## src/rtl/frame_color_classifier_if.sv

```systemverilog
// Pixel/sync bus between the frame-buffer read side and frame_color_classifier.
//   PIXEL_IN      : RGB332 pixel {R[7:5],G[4:2],B[1:0]}, MEM_LATENCY cycles behind X/Y
//   VGA_PIXEL_X/Y : current VGA column / row
//   VGA_VSYNC_NEG : vertical sync, active low
//   RESULT        : {valid, count[5:0], class[1:0]} colour report
// master = pixel/sync source, slave = classifier.
interface frame_color_classifier_if;
  logic [7:0] PIXEL_IN;
  logic [9:0] VGA_PIXEL_X;
  logic [9:0] VGA_PIXEL_Y;
  logic       VGA_VSYNC_NEG;
  logic [8:0] RESULT;

  modport master (
    output PIXEL_IN, VGA_PIXEL_X, VGA_PIXEL_Y, VGA_VSYNC_NEG,
    input  RESULT
  );

  modport slave (
    input  PIXEL_IN, VGA_PIXEL_X, VGA_PIXEL_Y, VGA_VSYNC_NEG,
    output RESULT
  );
endinterface

```

## src/rtl/frame_color_classifier.sv

```systemverilog
// frame_color_classifier
// Classifies each RGB332 pixel inside the SCREEN_W x SCREEN_H window as red,
// blue or neither, counts red/blue per frame, and on every VSYNC falling edge
// publishes the dominant colour and a scaled count on RESULT.
// Ports:
//   CLK   : VGA pixel clock
//   RESET : synchronous, active-high
//   bus   : frame_color_classifier_if.slave (PIXEL_IN, VGA_PIXEL_X/Y,
//           VGA_VSYNC_NEG in; RESULT out = {valid, count[5:0], class[1:0]})
module frame_color_classifier #(
  parameter int unsigned SCREEN_W    = 176,
  parameter int unsigned SCREEN_H    = 144,
  parameter int unsigned MEM_LATENCY = 1,
  parameter int unsigned R_HI        = 5,
  parameter int unsigned GB_LO       = 1,
  parameter int unsigned B_HI        = 2,
  parameter int unsigned RG_LO       = 2,
  parameter int unsigned MIN_COUNT   = 2000,
  parameter int unsigned COUNT_SHIFT = 9
) (
  input logic                     CLK,
  input logic                     RESET,
  frame_color_classifier_if.slave bus
);

  typedef enum logic [1:0] {WAIT_SYNC, ACCUM, DECIDE} state_t;

  localparam logic [14:0] CNT_MAX = '1;

  state_t                 state_q, state_d;
  logic [14:0]            red_cnt_q, red_cnt_d;
  logic [14:0]            blue_cnt_q, blue_cnt_d;
  logic [14:0]            snap_r_q, snap_r_d;
  logic [14:0]            snap_b_q, snap_b_d;
  logic [8:0]             result_q, result_d;
  logic                   vs_d_q, vs_d_d;
  logic [MEM_LATENCY-1:0] vld_pipe_q, vld_pipe_d;

  logic [2:0]  pix_r, pix_g;
  logic [1:0]  pix_b;
  logic        in_win, pix_vld, is_red, is_blue, cnt_red, cnt_blue, fall;
  logic        red_win, blue_win;
  logic [14:0] win_cnt, win_shift;
  logic [5:0]  win_cnt6;

  assign pix_r = bus.PIXEL_IN[7:5];
  assign pix_g = bus.PIXEL_IN[4:2];
  assign pix_b = bus.PIXEL_IN[1:0];

  assign in_win = (bus.VGA_PIXEL_X < 10'(SCREEN_W)) && (bus.VGA_PIXEL_Y < 10'(SCREEN_H));

  // The window flag travels alongside the memory read so it lines up with
  // the pixel that the coordinate addressed.
  assign pix_vld = vld_pipe_q[MEM_LATENCY-1];

  assign is_red  = (pix_r >= 3'(R_HI)) && (pix_g <= 3'(GB_LO)) && (pix_b <= 2'(GB_LO));
  assign is_blue = (pix_b >= 2'(B_HI)) && (pix_r <= 3'(RG_LO)) && (pix_g <= 3'(RG_LO));

  // Red takes priority should a parameter set ever make both tests true.
  assign cnt_red  = pix_vld & is_red;
  assign cnt_blue = pix_vld & is_blue & ~is_red;

  assign fall = vs_d_q & ~bus.VGA_VSYNC_NEG;

  // Decision on the snapshot of the frame that just ended; ties are never a win.
  assign red_win   = (snap_r_q >= 15'(MIN_COUNT)) && (snap_r_q > snap_b_q);
  assign blue_win  = (snap_b_q >= 15'(MIN_COUNT)) && (snap_b_q > snap_r_q);
  assign win_cnt   = red_win ? snap_r_q : snap_b_q;
  assign win_shift = win_cnt >> COUNT_SHIFT;
  assign win_cnt6  = (win_shift > 15'd63) ? 6'd63 : win_shift[5:0];

  assign bus.RESULT = result_q;

  always_comb begin
    vld_pipe_d[0] = in_win;
    for (int i = 1; i < int'(MEM_LATENCY); i++) vld_pipe_d[i] = vld_pipe_q[i-1];
  end

  always_comb begin
    state_d    = state_q;
    red_cnt_d  = red_cnt_q;
    blue_cnt_d = blue_cnt_q;
    snap_r_d   = snap_r_q;
    snap_b_d   = snap_b_q;
    result_d   = result_q;
    vs_d_d     = bus.VGA_VSYNC_NEG;

    case (state_q)
      WAIT_SYNC: begin
        if (fall) begin
          red_cnt_d  = '0;
          blue_cnt_d = '0;
          state_d    = ACCUM;
        end
      end
      ACCUM: begin
        // A pixel landing on the fall cycle belongs to neither frame.
        if (fall) begin
          snap_r_d   = red_cnt_q;
          snap_b_d   = blue_cnt_q;
          red_cnt_d  = '0;
          blue_cnt_d = '0;
          state_d    = DECIDE;
        end else begin
          if (cnt_red && red_cnt_q != CNT_MAX)   red_cnt_d  = red_cnt_q + 15'd1;
          if (cnt_blue && blue_cnt_q != CNT_MAX) blue_cnt_d = blue_cnt_q + 15'd1;
        end
      end
      DECIDE: begin
        // Counting for the new frame already runs here; a second fall is ignored.
        if (cnt_red && red_cnt_q != CNT_MAX)   red_cnt_d  = red_cnt_q + 15'd1;
        if (cnt_blue && blue_cnt_q != CNT_MAX) blue_cnt_d = blue_cnt_q + 15'd1;
        if (red_win)       result_d = {1'b1, win_cnt6, 2'b01};
        else if (blue_win) result_d = {1'b1, win_cnt6, 2'b10};
        else               result_d = {1'b1, 6'd0, 2'b00};
        state_d = ACCUM;
      end
      default: state_d = WAIT_SYNC;
    endcase
  end

  always_ff @(posedge CLK) begin
    if (RESET) begin
      state_q    <= WAIT_SYNC;
      red_cnt_q  <= '0;
      blue_cnt_q <= '0;
      snap_r_q   <= '0;
      snap_b_q   <= '0;
      result_q   <= '0;
      vs_d_q     <= 1'b1;
      vld_pipe_q <= '0;
    end else begin
      state_q    <= state_d;
      red_cnt_q  <= red_cnt_d;
      blue_cnt_q <= blue_cnt_d;
      snap_r_q   <= snap_r_d;
      snap_b_q   <= snap_b_d;
      result_q   <= result_d;
      vs_d_q     <= vs_d_d;
      vld_pipe_q <= vld_pipe_d;
    end
  end

endmodule

```

## src/flat_wrapper.sv

```systemverilog
// flat-port wrapper written by rule: the top's interface ports become plain ports
module frame_color_classifier_flat 
#(
  parameter int unsigned SCREEN_W    = 176,
  parameter int unsigned SCREEN_H    = 144,
  parameter int unsigned MEM_LATENCY = 1,
  parameter int unsigned R_HI        = 5,
  parameter int unsigned GB_LO       = 1,
  parameter int unsigned B_HI        = 2,
  parameter int unsigned RG_LO       = 2,
  parameter int unsigned MIN_COUNT   = 2000,
  parameter int unsigned COUNT_SHIFT = 9
)
  (CLK, RESET, bus_PIXEL_IN, bus_VGA_PIXEL_X, bus_VGA_PIXEL_Y, bus_VGA_VSYNC_NEG, bus_RESULT);
  frame_color_classifier_if bus_i ();
  input logic CLK;
  input logic RESET;
  input wire logic [$bits(bus_i.PIXEL_IN)-1:0] bus_PIXEL_IN;
  input wire logic [$bits(bus_i.VGA_PIXEL_X)-1:0] bus_VGA_PIXEL_X;
  input wire logic [$bits(bus_i.VGA_PIXEL_Y)-1:0] bus_VGA_PIXEL_Y;
  input wire logic [$bits(bus_i.VGA_VSYNC_NEG)-1:0] bus_VGA_VSYNC_NEG;
  output wire logic [$bits(bus_i.RESULT)-1:0] bus_RESULT;
  assign bus_i.PIXEL_IN = bus_PIXEL_IN;
  assign bus_i.VGA_PIXEL_X = bus_VGA_PIXEL_X;
  assign bus_i.VGA_PIXEL_Y = bus_VGA_PIXEL_Y;
  assign bus_i.VGA_VSYNC_NEG = bus_VGA_VSYNC_NEG;
  assign bus_RESULT = bus_i.RESULT;
  frame_color_classifier #(.SCREEN_W(SCREEN_W), .SCREEN_H(SCREEN_H), .MEM_LATENCY(MEM_LATENCY), .R_HI(R_HI), .GB_LO(GB_LO), .B_HI(B_HI), .RG_LO(RG_LO), .MIN_COUNT(MIN_COUNT), .COUNT_SHIFT(COUNT_SHIFT)) u_core (.CLK(CLK), .RESET(RESET), .bus(bus_i));
endmodule
```

## config.mk

```make
export PLATFORM = sky130hd
export DESIGN_NAME = frame_color_classifier_flat
export DESIGN_NICKNAME = d
export VERILOG_FILES = /design/src/rtl/frame_color_classifier_if.sv /design/src/rtl/frame_color_classifier.sv /design/src/flat_wrapper.sv
export SDC_FILE = /design/constraint.sdc
export NUM_CORES = 1
export LEC_CHECK = 0
export ABC_AREA = 1
export ABC_CLOCK_PERIOD_IN_PS = 2600
export CORE_UTILIZATION = 35
export CTS_BUF_LIST = sky130_fd_sc_hd__clkbuf_4 sky130_fd_sc_hd__clkbuf_8
export DETAILED_ROUTE_END_ITERATION = 7
export SLEW_MARGIN = 40
export SYNTH_ARGS = -nofsm -noshare
export SYNTH_HDL_FRONTEND = slang
export SYNTH_SLANG_ARGS = --single-unit
```

## constraint.sdc

```tcl
create_clock -name CLK -period 2.6 [get_ports CLK]
set_input_delay 0.26 -clock CLK [delete_from_list [all_inputs] [get_ports CLK]]
set_output_delay 0.26 -clock CLK [all_outputs]
set_load 0.005 [all_outputs]
```

# Word-level counts from Yosys, hierarchy flattened
# Index checks and enable logic that the tools add are counted.
# op_classes
add_sub_neg,2
magnitude_cmp,13
eq_ne,6
mux,14
n_bitwise,6
reduce_logical,14
# op_table
operator,n
$mux W15,6
$pmux W15 S3,2
$add A15 B1 Y15 const B,2
$ge A15 B11 Y1 const B,2
$gt A15 B15 Y1,2
$ne A15 B15 Y1 const B,2
$lt A10 B8 Y1 const B,2
$logic_and A1 B1 Y1,9
$mux W9,1
$mux W8,1
$gt A6 B6 Y1 const B,1
$le A3 B2 Y1 const B,2
$mux W6,1
$pmux W2 S3,1
$reduce_and A2 Y1,3
$and A1 B1 Y1,4
$mux W2,2
$ne A2 B1 Y1 const B,2
$ge A3 B3 Y1 const B,1
$le A3 B1 Y1 const B,1
$reduce_bool A3 Y1,1
$eq A2 B1 Y1 const B,1
$eq A2 B2 Y1 const B,1
$ge A2 B2 Y1 const B,1
other kinds (3),4
# totals
ff_bits,73
input_bits,31

# Longest topological paths before layout
# logic_depth
word_depth,9
mapped_depth,13

# Worst setup path after synthesis
# Ideal clock, no wire load.
# synth_timing
path_kind,register to register
startpoint,reg u_core.snap_b_q[10]
endpoint,"reg u_core.result_q[7], in the netlist u_core.bus.RESULT[7]"
arrival_time_ps,1449
path_slack_ps,1023
path_stages_with_launch,13
n_path_buf,0
period_less_slack_ps,1577
cell_sequence,dfxtp_1 -> inv_1 -> ha_1 -> nand2_1 -> inv_1 -> nand2_1 -> nand2_1 -> a21oi_1 -> nand2_1 -> nand2_1 -> nor2_1 -> nor2_1 -> nor2_1
# synth_via
elab_chain_cells,7
elab_cells_between_ends,10
# synth_lines
item,line_no,text
start: declaration,frame_color_classifier.sv:34,"logic [14:0] snap_b_q, snap_b_d;"
start signal: assignment,frame_color_classifier.sv:137,snap_b_q <= snap_b_d;
$gt A15 B15 Y1,frame_color_classifier.sv:66,assign red_win = (snap_r_q >= 15'(MIN_COUNT)) && (snap_r_q > snap_b_q);
$logic_and A1 B1 Y1,frame_color_classifier.sv:66,
$mux W15,frame_color_classifier.sv:68,assign win_cnt = red_win ? snap_r_q : snap_b_q;
$gt A6 B6 Y1,frame_color_classifier.sv:70,assign win_cnt6 = (win_shift > 15'd63) ? 6'd63 : win_shift[5:0];
$mux W6,frame_color_classifier.sv:70,
$mux W8,frame_color_classifier.sv:114,"else if (blue_win) result_d = {1'b1, win_cnt6, 2'b10};"
$mux W9 *,frame_color_classifier.sv:113,"if (red_win) result_d = {1'b1, win_cnt6, 2'b01};"
end signal: assignment,frame_color_classifier.sv:138,result_q <= result_d;
end: declaration,frame_color_classifier.sv:35,"logic [8:0] result_q, result_d;"
# Every way passes the cells marked *; elsewhere a longest branch is shown, timed or not.
# A chain may end at the register's enable or synchronous reset.

# Worst setup path after layout
# layout_timing
startpoint,reg u_core.state_q[1]
endpoint,reg u_core.red_cnt_q[3]
# layout_via
elab_chain_cells,3
elab_cells_between_ends,7
# layout_lines
item,line_no,text
start: declaration,frame_color_classifier.sv:30,"state_t state_q, state_d;"
start signal: assignment,frame_color_classifier.sv:133,state_q <= state_d;
$eq A2 B1 Y1 (tied with other cells),frame_color_classifier.sv:88,case (state_q)
$reduce_bool A3 Y1 (no source line) or $ne A2 B1 Y1 (tied branches),n/a,
$reduce_and A2 Y1 (no source line),n/a,
end signal: assignment,frame_color_classifier.sv:134,red_cnt_q <= red_cnt_d;
end: declaration,frame_color_classifier.sv:31,"logic [14:0] red_cnt_q, red_cnt_d;"
# Several ways; a longest one is shown, not always the timed one.

==> impl_metrics.csv <==
group,metric,value,unit
run_status,status,"complete, no violations",
sta,finalHoldWorstSlack,0.4690,ns
die,die_h,107.2,µm
worst_setup_path,crit_end,"u_core.red_cnt_q[3]",
logic_synthesis,netlist_area,3871,µm²
cts,cts_tree,"built",
worst_setup_path,endpoint_kind,"flop",
route,drt_first_pass_iters,4,
power,finalPower,2.621,mW
worst_setup_path,rrSetupSlack,0.74,ns
sta,finalCriticalPeriod,1.862,ns
worst_setup_path,startpoint,"u_core.state_q[1]",
layout,final_layout_size_suffix_gt1_share,9.428,%
worst_setup_path,cp.arrival,2.10,ns
cts,worstSkewPairLatency,0.35,ns
layout,insertedDiodeCount,0,
grt,first_global_vias,3190,
hold_path,worst_hold_path_type,"reg -> reg",
worst_setup_path,r2r_cells,9,
worst_setup_path,start_kind,"flop",
route,wl_met3,308,µm
sta,rsz0062_at_grt,"no",
sta,setup_tns,0,ns
layout,fill_cells,1125,
worst_setup_path,rr_endpoint,"u_core.red_cnt_q[3]",
route,avgViaCountPerCell,4.745,
cts,ctsResizeCount,0,
power,power_density,583.1,nW/µm²
sta,finalHoldViolCount,0,
layout,area_growth,16.10,%
layout,mostFrequentLayoutCells,"124 x nand2_1, 73 x dfxtp_1, 70 x inv_1, 67 x nor2_1, 52 x a21oi_1",
cts,ctsHoldBuffers,0,
die,rows,38,
layout,utilization,41.64,%
place,io_buffers,30,
worst_setup_path,reg2reg_from,"u_core.state_q[1]",
logic_synthesis,syn_nets,609,
flow_run,maxCapViolations,0,
logic_synthesis,yosys.area.top_type,"dfxtp_1",
cts,cts_max_level,3,
logic_synthesis,ys_ff_latch,73,
sta,finalCritPeriodShare,71.63,%
sta,setup_viol,0,
power,leakage,1.777,nW
worst_setup_path,cp.required,2.83,ns
place,place_congestion,0.7840,
sta,skew,0.01005,ns
die,dieArea,11490,µm²
grt,antenna_found_initial,0,
route,routed_wl,8605,µm
logic_synthesis,synth_top_area_share,37.75,%
cts,cts_root_buffer,"clkbuf_8",
die,ios,40,
worst_setup_path,critPathKind,"reg -> reg",
route,route.met2.wl,3976,µm
grt,grt_max_degree,31,
grt,grt-ovfl-total,0,
sta,worst_slew_pin_slew,0.5702,ns
route,wl_met1,4259,µm
die,die_width,107.2,µm
sta,slew_viol_final,0,
sta,max_slew_margin,61.94,%
route,drc,0,
logic_synthesis,synth_area_leaders,"dfxtp_1 38%, nand2_1 12%, ha_1 6.8%, inv_1 6.8%, a21oi_1 6.7%",
cts,clock-sinks,73,
route,drt-initial-drc-count,125,
grt,track_usage,16.06,%
layout,final_common_cell,"nand2_1",
layout,nets,641,
logic_synthesis,netlist_instances,557,
route,routedWlPerCell,11.72,µm
cts,cts_made_buffers,9,
logic_synthesis,yosysUniqueCellTypes,32,
logic_synthesis,ys_warn_count,0,
route,top_layer_used,"met4",
cts,cts_setup_buffers,0,
logic_synthesis,seq_area_frac_synth,37.75,%
logic_synthesis,synth_area_per_cell,6.950,µm²
place,post-dp-hpwl,6591,µm
sta,fmax,536.9,MHz
worst_setup_path,critPathMaxFanout,30,
die,core-area,10790,µm²
route,vias,3483,
cts,cts_buffer_depth,2,
grt,grt_pass1_wl,14520,µm
route,drtAntennaViolNets,0,
power,ir_drop,0.2579,mV
cts,cts.reportedPaths.clkPinSlew,0.08,ns
die,start_util,35.87,%
state kept, by name (all words and copies together) (netlist names):
name and count:
u_core.bus.RESULT 9, u_core.blue_cnt_q 15, u_core.vs_d_q 1, u_core.pix_vld 1, u_core.red_cnt_q 15, u_core.snap_b_q 15
u_core.snap_r_q 15, u_core.state_q 2
where the power goes:
group          switching, mW  internal (mW)
logic                  0.338          0.176
registers             0.0263           1.16
clock network          0.447          0.471
synth_stat cells:
cell,number
nor3_2,3
ha_1,21
nor3b_2,1
nand4_1,13
inv_2,9
buf_6,4
buf_4,1
o21bai_1,1
nand2_2,9
nand3_1,36
a31oi_1,1
nand2_4,1
inv_1,70
nor2_1,67
o2111a_1,1
nor3_1,7
o21ai_0,33
o211ai_1,1
buf_2,1
clkbuf_1,8
a21oi_4,2
nor2_4,3
nand2_1,124
a21oi_2,1
nand3b_1,2
dfxtp_1,73
o21ai_1,1
clkbuf_8,1
nor2_2,5
a21oi_1,52
or3_1,1
xor2_1,4
worst min-delay path by stage:
stage	slack, ns	cells after the start	startpoint	endpoint
after floorplan	0.35	2	bus_VGA_VSYNC_NEG	u_core.vs_d_q
after global placement	0.45	2	u_core.snap_r_q[0]	u_core.snap_r_q[0]
after detailed placement	0.45	2	u_core.snap_r_q[0]	u_core.snap_r_q[0]
after CTS	0.46	3	bus_VGA_VSYNC_NEG	u_core.vs_d_q
after global routing	0.49	2	u_core.snap_r_q[0]	u_core.snap_r_q[0]
final	0.47	2	u_core.snap_r_q[0]	u_core.snap_r_q[0]
layout make-up:
type,count,area [µm²],area share [%]
well taps,140,175.2,3.898
clock buffers,10,137.6,3.062
repair buffers,36,345.3,7.684
multi-input cells,390,2012,44.77
inverters,79,296.5,6.598
clock inverters,6,66.31,1.476
flip-flops and latches,73,1461,32.52
critical path, stage by stage, from the launching register on:
cell     delay [ns]
dfxtp_1        0.39
inv_1          0.09
ha_1           0.24
a21oi_4        0.20
buf_4          0.35
nand2_2        0.16
nor2_4         0.12
nand3_1        0.07
nand2_1        0.07
nor2_1         0.03
cells by family after synthesis:
kind of cell / count (synthesis) / synth area share (%)
AO/OA/AOI/OAI: 93 / 13.03
flip-flops: 73 / 37.75
AND/OR/NAND/NOR: 272 / 31.25
adder cells (fa/ha/maj): 21 / 6.787
buffers and inverters: 94 / 10.28
XOR/XNOR: 4 / 0.9049
stage by stage:
step	worst slack [ns]	cells	area, µm²
after global placement	0.5378	718	4290
after detailed placement	0.5164	718	4290
after floorplan	1.023	557	3871
after CTS	0.7469	734	4494
after global routing	0.5364	734	4494
final	0.7376	734	4494
metal layers:
| layer | vias to the layer above | track usage (%) |
|---|---|---|
| li1 | 1856 | - |
| met5 | - | 0 |
| met3 | 7 | 4.012 |
| met1 | 1561 | 20.71 |
| met2 | 59 | 27.10 |
| met4 | 0 | 3.229 |
(Power assumes the default switching activity.)
